==> config.mk <==
export PLATFORM = sky130hd
export DESIGN_NAME = tile_draw_engine
export DESIGN_NICKNAME = d
export VERILOG_FILES = /design/src/rtl/tile_draw_engine.sv
export SDC_FILE = /design/constraint.sdc
export NUM_CORES = 1
export LEC_CHECK = 0
export CAP_MARGIN = 15
export CORE_UTILIZATION = 58
export CTS_BUF_LIST = sky130_fd_sc_hd__clkbuf_4
export DETAILED_ROUTE_END_ITERATION = 16
export GPL_TIMING_DRIVEN = 0
export PLACE_DENSITY = 0.78
export SYNTH_ARGS = -nofsm -noshare
export SYNTH_HDL_FRONTEND = slang
export SYNTH_SLANG_ARGS = --single-unit
==> constraint.sdc <==
create_clock -name clk -period 3.2 [get_ports clk]
set_input_delay 0.64 -clock clk [delete_from_list [all_inputs] [get_ports clk]]
set_output_delay 0.64 -clock clk [all_outputs]
set_load 0.02 [all_outputs]
==> src/rtl/tile_draw_engine.sv <==
// Renders one grid tile as a TILE_PX x TILE_PX RGB565 square over an 8080-style 8-bit LCD write bus.
// Optional GRID_LINES_EN: right column and bottom row of each non-border tile are drawn in grey 0x4208.
module tile_draw_engine #(
    parameter int TILE_PX = 20,
    parameter int GRID_W  = 16,
    parameter int GRID_H  = 12
) (
    input  logic       clk,
    input  logic       nrst,
    input  logic       draw_req,
    input  logic [3:0] x,
    input  logic [3:0] y,
    input  logic [2:0] obj_code,
    output logic       cmd_done,
    output logic       busy,
    output logic       lcd_cs_n,
    output logic       lcd_wr_n,
    output logic       lcd_dcx,
    output logic [7:0] lcd_data
);
    // Handshake: draw_req is sampled only in IDLE; cmd_done is a one-cycle pulse
    // ending every accepted request (rendered or rejected); no back-pressure on the bus.
    localparam int CW = (TILE_PX > 1) ? $clog2(TILE_PX) : 1;
    localparam logic [CW-1:0] LAST = CW'(TILE_PX - 1);
    localparam logic [15:0]   TP16 = 16'(TILE_PX);

    typedef enum logic [2:0] {S_IDLE, S_REJECT, S_CMD, S_PARAM, S_PIX, S_DONE} state_t;
    state_t state;

    logic [3:0]    x_q, y_q;
    logic [2:0]    obj_q;
    logic [3:0]    byte_idx;
    logic [CW-1:0] col, row;
    logic          lo_byte;

    logic [15:0] x0, x1, y0, y1;
    assign x0 = 16'(x_q) * TP16;
    assign x1 = x0 + TP16 - 16'd1;
    assign y0 = 16'(y_q) * TP16;
    assign y1 = y0 + TP16 - 16'd1;

    logic [3:0] nxt_idx;
    logic       nxt_is_cmd;
    logic [7:0] hdr_byte;
    assign nxt_idx    = byte_idx + 4'd1;
    assign nxt_is_cmd = (nxt_idx == 4'd5) || (nxt_idx == 4'd10);

    // Header: CASET opcode + 4 params, PASET opcode + 4 params, RAMWR opcode.
    always_comb begin
        hdr_byte = 8'h2A;
        case (nxt_idx)
            4'd1:    hdr_byte = x0[15:8];
            4'd2:    hdr_byte = x0[7:0];
            4'd3:    hdr_byte = x1[15:8];
            4'd4:    hdr_byte = x1[7:0];
            4'd5:    hdr_byte = 8'h2B;
            4'd6:    hdr_byte = y0[15:8];
            4'd7:    hdr_byte = y0[7:0];
            4'd8:    hdr_byte = y1[15:8];
            4'd9:    hdr_byte = y1[7:0];
            4'd10:   hdr_byte = 8'h2C;
            default: hdr_byte = 8'h2A;
        endcase
    end

    logic          last_col, last_row;
    logic [CW-1:0] nxt_col, nxt_row;
    assign last_col = (col == LAST);
    assign last_row = (row == LAST);
    assign nxt_col  = last_col ? '0 : col + 1'b1;
    assign nxt_row  = last_col ? row + 1'b1 : row;

    function automatic logic [15:0] obj_colour(input logic [2:0] code);
        case (code)
            3'd0:    return 16'h0000;
            3'd1:    return 16'h07E0;
            3'd2:    return 16'h03E0;
            3'd3:    return 16'hF800;
            3'd4:    return 16'hFFFF;
            default: return 16'hF81F;
        endcase
    endfunction

    // cur_colour is the pixel now on the bus, nxt_colour the one loaded after its low byte.
    logic [15:0] cur_colour, nxt_colour;
    always_comb begin
        cur_colour = obj_colour(obj_q);
        nxt_colour = cur_colour;
`ifdef GRID_LINES_EN
        if (obj_q != 3'd4 && (last_col || last_row))
            cur_colour = 16'h4208;
        if (obj_q != 3'd4 && (nxt_col == LAST || nxt_row == LAST))
            nxt_colour = 16'h4208;
`endif
    end

    // Phase A is marked by lcd_wr_n=0; each phase-B cycle either loads the next byte or finishes.
    always_ff @(posedge clk or negedge nrst) begin
        if (!nrst) begin
            state    <= S_IDLE;
            cmd_done <= 1'b0;
            busy     <= 1'b0;
            lcd_cs_n <= 1'b1;
            lcd_wr_n <= 1'b1;
            lcd_dcx  <= 1'b1;
            lcd_data <= 8'h00;
            x_q      <= '0;
            y_q      <= '0;
            obj_q    <= '0;
            byte_idx <= '0;
            col      <= '0;
            row      <= '0;
            lo_byte  <= 1'b0;
        end else begin
            case (state)
                S_IDLE: begin
                    cmd_done <= 1'b0;
                    busy     <= 1'b0;
                    if (draw_req) begin
                        x_q      <= x;
                        y_q      <= y;
                        obj_q    <= obj_code;
                        byte_idx <= '0;
                        col      <= '0;
                        row      <= '0;
                        lo_byte  <= 1'b0;
                        if (32'(x) >= GRID_W || 32'(y) >= GRID_H) begin
                            state    <= S_REJECT;
                            cmd_done <= 1'b1;
                        end else begin
                            state    <= S_CMD;
                            busy     <= 1'b1;
                            lcd_cs_n <= 1'b0;
                            lcd_wr_n <= 1'b0;
                            lcd_dcx  <= 1'b0;
                            lcd_data <= 8'h2A;
                        end
                    end
                end
                S_REJECT: begin
                    cmd_done <= 1'b0;
                    state    <= S_IDLE;
                end
                S_CMD, S_PARAM: begin
                    if (!lcd_wr_n) begin
                        lcd_wr_n <= 1'b1;
                    end else begin
                        lcd_wr_n <= 1'b0;
                        if (byte_idx == 4'd10) begin
                            state    <= S_PIX;
                            lcd_dcx  <= 1'b1;
                            lcd_data <= cur_colour[15:8];
                            lo_byte  <= 1'b0;
                        end else begin
                            byte_idx <= nxt_idx;
                            state    <= nxt_is_cmd ? S_CMD : S_PARAM;
                            lcd_dcx  <= !nxt_is_cmd;
                            lcd_data <= hdr_byte;
                        end
                    end
                end
                S_PIX: begin
                    if (!lcd_wr_n) begin
                        lcd_wr_n <= 1'b1;
                    end else if (!lo_byte) begin
                        lcd_wr_n <= 1'b0;
                        lo_byte  <= 1'b1;
                        lcd_data <= cur_colour[7:0];
                    end else if (last_col && last_row) begin
                        state    <= S_DONE;
                        lcd_cs_n <= 1'b1;
                        cmd_done <= 1'b1;
                        lcd_data <= 8'h00;
                    end else begin
                        lcd_wr_n <= 1'b0;
                        lo_byte  <= 1'b0;
                        col      <= nxt_col;
                        row      <= nxt_row;
                        lcd_data <= nxt_colour[15:8];
                    end
                end
                S_DONE: begin
                    cmd_done <= 1'b0;
                    busy     <= 1'b0;
                    state    <= S_IDLE;
                end
                default: state <= S_IDLE;
            endcase
        end
    end
endmodule

Word level (Yosys, flattened, before mapping)
Cells that the tools add are included.
Widths: inputs -> output; s select.
{"block": "totals", "register_bits": 42, "latchBits": 0, "ramBits": 0, "mem_bits_ro": 0, "out_inout_bits": 13, "wordCells": 139, "n_memories": 0}
{"block": "op_classes", "add_sub_neg": 7, "multipliers": 2, "n_div": 0, "n_lt_le_gt_ge": 1, "n_eq_ne": 32, "shifts": 0, "muxes": 60, "n_bitwise": 0, "reduce_logical": 23}
{"op": "$pmux 16 s5", "count": 1}
{"op": "$pmux 8 s10", "count": 1}
{"op": "$mux 8", "count": 7}
{"op": "$mux 5", "count": 9}
{"op": "$pmux 8 s3", "count": 1}
{"op": "$sub 10x1->11 const B", "count": 2}
{"op": "$mux 1", "count": 21}
{"op": "$add 9x5->10 const B", "count": 2}
{"op": "$ne 2x2->1 const B", "count": 10}
{"op": "$pmux 5 s2", "count": 2}
{"op": "$reduce_and 5->1", "count": 4}
{"op": "$mux 3", "count": 6}
{"op": "$eq 4x3->1 const B", "count": 4}
{"op": "$eq 4x4->1 const B", "count": 4}
{"op": "$mul 4x3->7 const B", "count": 2}
{"op": "$eq 3x2->1 const B", "count": 4}
{"op": "$mux 4", "count": 3}
{"op": "$reduce_and 4->1", "count": 3}
{"op": "$reduce_and 6->1", "count": 2}
{"op": "$add 5x1->5 const B", "count": 2}
{"op": "$eq 5x5->1 const B", "count": 2}
{"op": "$eq 3x3->1 const B", "count": 3}
{"op": "$pmux 1 s3", "count": 3}
{"op": "$pmux 3 s3", "count": 1}
{"op": "17 further kinds", "count": 26}

Depth between registers and ports, before layout
Gate-level depths: netlist of run 1.
{"block": "depth", "depth_word": 7, "mapped_depth": 10}

Worst setup path before layout of run 1
No wires, ideal clock.
{"block": "synth_timing", "kind": "reg-to-reg", "start": "reg x_q[3]", "end": "reg lcd_data[7]", "arrival_ns": 2.293, "required_ns": 3.066, "path_slack_ns": 0.773, "path_stages_with_launch": 10, "synth_period_minus_slack_ns": 2.427, "cell_sequence": "dfrtp_1 ha_1 ha_1 fa_1 nand3_1 and2_1 o211ai_1 o21ai_0 o41ai_1 a21oi_1"}
{"block": "synth_via", "elab_chain_cells": 7}
{"item": "start: declaration", "line": "30", "source": "logic [3:0] x_q, y_q;"}
{"item": "start signal: assignment", "line": "107", "source": "x_q <= '0;"}
{"item": "start signal: assignment", "line": "120", "source": "x_q <= x;"}
{"item": "$mul 4x3->7 *", "line": "37", "source": "assign x0 = 16'(x_q) * TP16;"}
{"item": "$add 9x5->10", "line": "38", "source": "assign x1 = x0 + TP16 - 16'd1;"}
{"item": "$sub 10x1->11", "line": "38"}
{"item": "$pmux 8 s10 *", "line": "51", "source": "case (nxt_idx)"}
{"item": "$mux 8 *", "line": "149", "source": "if (byte_idx == 4'd10) begin"}
{"item": "$mux 8 *", "line": "145", "source": "if (!lcd_wr_n) begin"}
{"item": "$pmux 8 s3 *", "line": "115", "source": "case (state)"}
{"item": "end signal: assignment", "line": "152", "source": "lcd_data <= cur_colour[15:8];"}
{"item": "end signal: assignment", "line": "158", "source": "lcd_data <= hdr_byte;"}
{"item": "end signal: assignment", "line": "168", "source": "lcd_data <= cur_colour[7:0];"}
{"item": "end: declaration", "line": "19", "source": "output logic [7:0] lcd_data"}
Mark *: on every way between the ends. The rest lies on a longest branch, timed or not. The select of a mux whose other input is x is not followed.
A chain may end at the register's enable or synchronous reset.

Final worst setup path of run 1
Ends and elaborated chain as after synthesis.

==> impl_table.tex, run 1 <==
\begin{tabular}{lr}
\hline
Metric & Value \\
\hline
\multicolumn{2}{l}{\textbf{Status}} \\
\quad Status & completed \\
\multicolumn{2}{l}{\textbf{Layout}} \\
\quad Share of final-layout standard cells stronger than drive strength 1 & 0.1569 \\
\quad Area of combinational cells with multiple inputs & 1986 um2 \\
\quad Count of non-filler cells in the finished layout & 446 \\
\quad Relative area change from synthesis to final layout & 13.17\% \\
\quad Number of nets in the finished design & 408 \\
\quad Register area & 1055 um2 \\
\quad Diode insertion count for antenna repair & 0 \\
\quad Number of fillers in the final layout & 417 \\
\multicolumn{2}{l}{\textbf{Clocking}} \\
\quad Clock insertion delay at the later pin of the skew report & 360 ps \\
\quad Post-CTS clock slew at the launch and capture registers of the worst setup and hold paths & 120 ps \\
\quad Max Buffers Root-to-Sink & 2 \\
\quad Clock net sink count & 42 \\
\quad Number of buffers created by CTS & 5 \\
\quad Root Buffer Master & sky130\_fd\_sc\_hd\_\_clkbuf\_4 \\
\quad CTS hold repair buffers & 0 \\
\quad Number of cells upsized or downsized after cts & 0 \\
\quad H-tree Lvls & 2 \\
\quad Total setup buffers inserted after CTS & 0 \\
\quad Clock tree from TritonCTS & built \\
\multicolumn{2}{l}{\textbf{STA}} \\
\quad Worst Clk Skew & 17.29 ps \\
\quad Finish-stage setup viols & 0 \\
\quad Achievable frequency & 0.3628 GHz \\
\quad Minimum setup slack in the final design & 443.6 ps \\
\quad Total negative setup slack & 0 ps \\
\quad Worst Tran Pin Value & 532.2 ps \\
\quad Final period demand of the worst path & 2756 ps \\
\quad Ratio of final minimum period to clock period & 0.8614 \\
\quad Tightest hold margin & 68.52 ps \\
\quad Setup repair after global routing missed its margin & false \\
\quad Slew Viols, Final & 0 \\
\quad Max-slew headroom & 0.6422 \\
\quad Number of failing hold endpoints at the final stage & 0 \\
\multicolumn{2}{l}{\textbf{Global route}} \\
\quad Number of global-route vias before repair & 2597 \\
\quad Grt total ovfl & 0 \\
\quad Initial antenna violation count & 0 \\
\quad Global-route met2 utilization & 0.4612 \\
\quad Global-route layer with the greatest usage & met2 \\
\quad Largest net degree at the start of global routing & 41 \\
\quad Wire length of the first global-routing pass & 12620 um \\
\quad Met3 usage & 0.04101 \\
\quad Total track usage & 0.2923 \\
\quad GR Util met1 & 0.4257 \\
\multicolumn{2}{l}{\textbf{Synthesis}} \\
\quad Post-synth top area share & 0.3085 \\
\quad Synthesized cell area & 3163 um2 \\
\quad Synth Net Count & 374 \\
\quad Share of synthesized cell area in and, or, nand and nor gates & 0.2191 \\
\quad Post-synthesis share of cell area spent on full adders, half adders and majority gates & 0.07991 \\
\quad Synthesis Warnings & 0 \\
\quad Main synth FF type & sky130\_fd\_sc\_hd\_\_dfrtp\_1 \\
\quad Avg Inst Size Synth & 9.276 um2 \\
\quad Sequential share of the synthesized area & 0.3335 \\
\quad Synth top cells by count & sky130\_fd\_sc\_hd\_\_dfrtp\_1, sky130\_fd\_sc\_hd\_\_nand2\_1, sky130\_fd\_sc\_hd\_\_o21ai\_0 \\
\quad Post-synth EDFFs & 0 \\
\quad Ys async rst share & 1.000 \\
\quad Top post-synthesis cells by area & sky130\_fd\_sc\_hd\_\_dfrtp\_1, sky130\_fd\_sc\_hd\_\_ha\_1, sky130\_fd\_sc\_hd\_\_o21ai\_0 \\
\quad Most area-hungry cell type in the Yosys netlist & sky130\_fd\_sc\_hd\_\_dfrtp\_1 \\
\quad Number of cells produced by synthesis & 341 \\
\quad Distinct cell type count of the synthesized netlist & 76 \\
\quad Cell with the most instances after synthesis & sky130\_fd\_sc\_hd\_\_dfrtp\_1 \\
\quad Compound-Gate Fraction of Synth Area & 0.2480 \\
\quad Multiplexer share of the synthesized area & 0.04193 \\
\quad Xor and xnor area share after synthesis & 0.03877 \\
\quad Dominant combinational cell family by area after synthesis & compound AO/OA/AOI/OAI gates \\
\quad Total of flip-flops plus latches after synthesis & 42 \\
\multicolumn{2}{l}{\textbf{Setup path}} \\
\quad Type of element capturing the critical path & flop \\
\quad End of the worst register-to-register path & lcd\_data[7]\$\_DFFE\_PN0P\_ \\
\quad Critical-path maximum fanout & 6 \\
\quad Arrival time of the worst setup path & 2990 ps \\
\quad Flop-to-flop setup slack & 440 ps \\
\quad Worst Setup Start Kind & flop \\
\quad Depth of the worst register-to-register path & 9 \\
\quad Critical register-to-register path startpoint & x\_q[3]\$\_DFFE\_PN0P\_ \\
\quad Data required time at the worst endpoint & 3430 ps \\
\quad Category of the most critical setup path & flop to flop \\
\multicolumn{2}{l}{\textbf{Drt}} \\
\quad DR DRC count & 0 \\
\quad First-pass iteration count of the detailed router & 4 \\
\quad Residual antenna-violating net count after detailed routing & 0 \\
\quad Routed WL & 7660 um \\
\quad Total via count after detailed routing & 2854 \\
\quad Routed via count divided by cell count & 6.399 \\
\quad Drt first-iter violations & 269 \\
\quad WL per Instance & 17.17 um \\
\multicolumn{2}{l}{\textbf{Floorplan}} \\
\quad Die H & 75.85 um \\
\quad DIE AREA & 5752 um2 \\
\quad I/O pins & 27 \\
\quad Number of rows in the core area & 26 \\
\quad Starting Density & 0.6115 \\
\quad Die Span X & 75.85 um \\
\quad Area of the core & 5172 um2 \\
\multicolumn{2}{l}{\textbf{Power and ir drop}} \\
\quad Lkg Pwr & 1.453 nW \\
\quad Design Power & 0.003569 W \\
\quad Power Dens Cells & 997.1 nW/um2 \\
\quad Largest voltage drop on the vdd net & 591.8 uV \\
\multicolumn{2}{l}{\textbf{Place}} \\
\quad HPWL reported at the end of detailed placement & 5726 um \\
\quad Number of I/O port buffers & 26 \\
\quad Weighted congestion reported at the end of routability-driven placement & 0.8636 \\
\quad Post-placement setup slack & 499.3 ps \\
\quad Total instance count after detailed placement & 438 \\
\multicolumn{2}{l}{\textbf{Min path}} \\
\quad Hold Crit Class & input port to asynchronous set/reset pin \\
\multicolumn{2}{l}{\textbf{Run}} \\
\quad Max-Cap Viols & 0 \\
\hline
\end{tabular}
-- layout by cell type, fill, tap and decap left out, drive strengths merged, types with 4 or more instances in the layout --
master / synthesis / routed
xor2: 7 / 7
and3: 4 / 4
ha: 17 / 17
clkdlybuf4s50: 0 / 25
nor2b: 4 / 4
a31oi: 4 / 4
nor4: 4 / 4
nor3: 7 / 7
o211ai: 5 / 5
clkbuf: 4 / 9
nand3: 19 / 19
nor2: 23 / 23
buf: 13 / 15
nand2b: 6 / 6
o21ai: 31 / 31
nand4: 4 / 4
mux2: 10 / 10
inv: 10 / 10
o2111ai: 4 / 4
dfrtp: 39 / 39
xnor2: 7 / 7
a21oi: 20 / 20
o31ai: 6 / 6
nand2: 28 / 28
and2: 4 / 4
-- worst max-delay path: stages, from the launching register on --
cell and delay [ps]:
sky130_fd_sc_hd__dfrtp_1 490, sky130_fd_sc_hd__ha_1 330, sky130_fd_sc_hd__ha_1 230, sky130_fd_sc_hd__fa_1 580, sky130_fd_sc_hd__nand3_1 130, sky130_fd_sc_hd__and2_1 180, sky130_fd_sc_hd__o211ai_1 140, sky130_fd_sc_hd__o21ai_0 120
sky130_fd_sc_hd__o41ai_1 330, sky130_fd_sc_hd__a21oi_1 120
-- registers in the layout (all words and copies together), names as in the netlist --
register / flops
lcd_data: 8
lcd_wr_n: 1
row: 5
cmd_done: 1
x_q: 4
busy: 1
lcd_cs_n: 1
byte_idx: 4
obj_q: 3
y_q: 4
lcd_dcx: 1
lo_byte: 1
col: 5
state: 3
-- layer usage --
metal  up-vias  wire [um]
li1       1343          -
met1      1416       3747
met2        86       3468
met3         9        385
met4         0         59
met5         -          0
-- per-stage QoR --
step | area [um2] | util
6_report | 3580 | 0.6921
5_1_grt | 3580 | 0.6921
4_1_cts | 3580 | 0.6921
3_5_place_dp | 3526 | 0.6817
3_3_place_gp | 3511 | 0.6788
2_1_floorplan | 3163 | -
-- power by group --
group          leakage [nW]  switching (W)  internal [W]  total (W)
registers             0.519       0.000232      0.000755   0.000988
clock network        0.0286       0.000180     0.0000820   0.000262
logic                 0.906        0.00132       0.00100    0.00232
total                  1.45        0.00173       0.00184    0.00357
-- kinds of logic (layout without fill, tap and decap cells) --
| logic type | Yosys count | count (layout) |
|---|---|---|
| adders and majority gates | 19 | 19 |
| muxes | 12 | 12 |
| buffers and inverters | 27 | 62 |
| and+or+nand+nor | 121 | 121 |
| xor gates and xnor gates | 14 | 14 |
| AOI/OAI and AO/OA | 106 | 106 |
| DFF | 42 | 42 |
-- how the worst max path moves through the flow --
stage                       start                 endpoint  slack (ps)  cells past startpoint
4_1_cts        x_q[3]$_DFFE_PN0P_  lcd_data[7]$_DFFE_PN0P_         460                      9
6_report       x_q[3]$_DFFE_PN0P_  lcd_data[7]$_DFFE_PN0P_         440                      9
3_5_place_dp   x_q[3]$_DFFE_PN0P_  lcd_data[7]$_DFFE_PN0P_         500                      9
5_1_grt        x_q[3]$_DFFE_PN0P_  lcd_data[7]$_DFFE_PN0P_         330                      9
3_3_place_gp                 nrst  byte_idx[0]$_DFFE_PN0P_         420                      1
2_1_floorplan  x_q[3]$_DFFE_PN0P_  lcd_data[7]$_DFFE_PN0P_         770                      9
-- final cells by class --
class | count | share of cell area
Multi-Input combinational cell | 272 | 0.5547
Sequential cell | 42 | 0.2947
Timing Repair Buffer | 27 | 0.07690
Tap cell | 70 | 0.02447
Buffer | 17 | 0.02377
Clock buffer | 5 | 0.01049
Inverter | 10 | 0.01049
Clock inverter | 3 | 0.004544
Power figures use the tool's default switching activity.
==> inputs of run 2 (changes only) <==
--- a/config.mk
+++ b/config.mk
@@ -5,7 +5,7 @@
 export SDC_FILE = /design/constraint.sdc
 export NUM_CORES = 1
 export LEC_CHECK = 0
-export CAP_MARGIN = 15
+export CAP_MARGIN = 5
 export CORE_UTILIZATION = 58
 export CTS_BUF_LIST = sky130_fd_sc_hd__clkbuf_4
 export DETAILED_ROUTE_END_ITERATION = 16
==> results of run 2 <==
The final DEF is identical to that of run 1; final timing and power are the same.
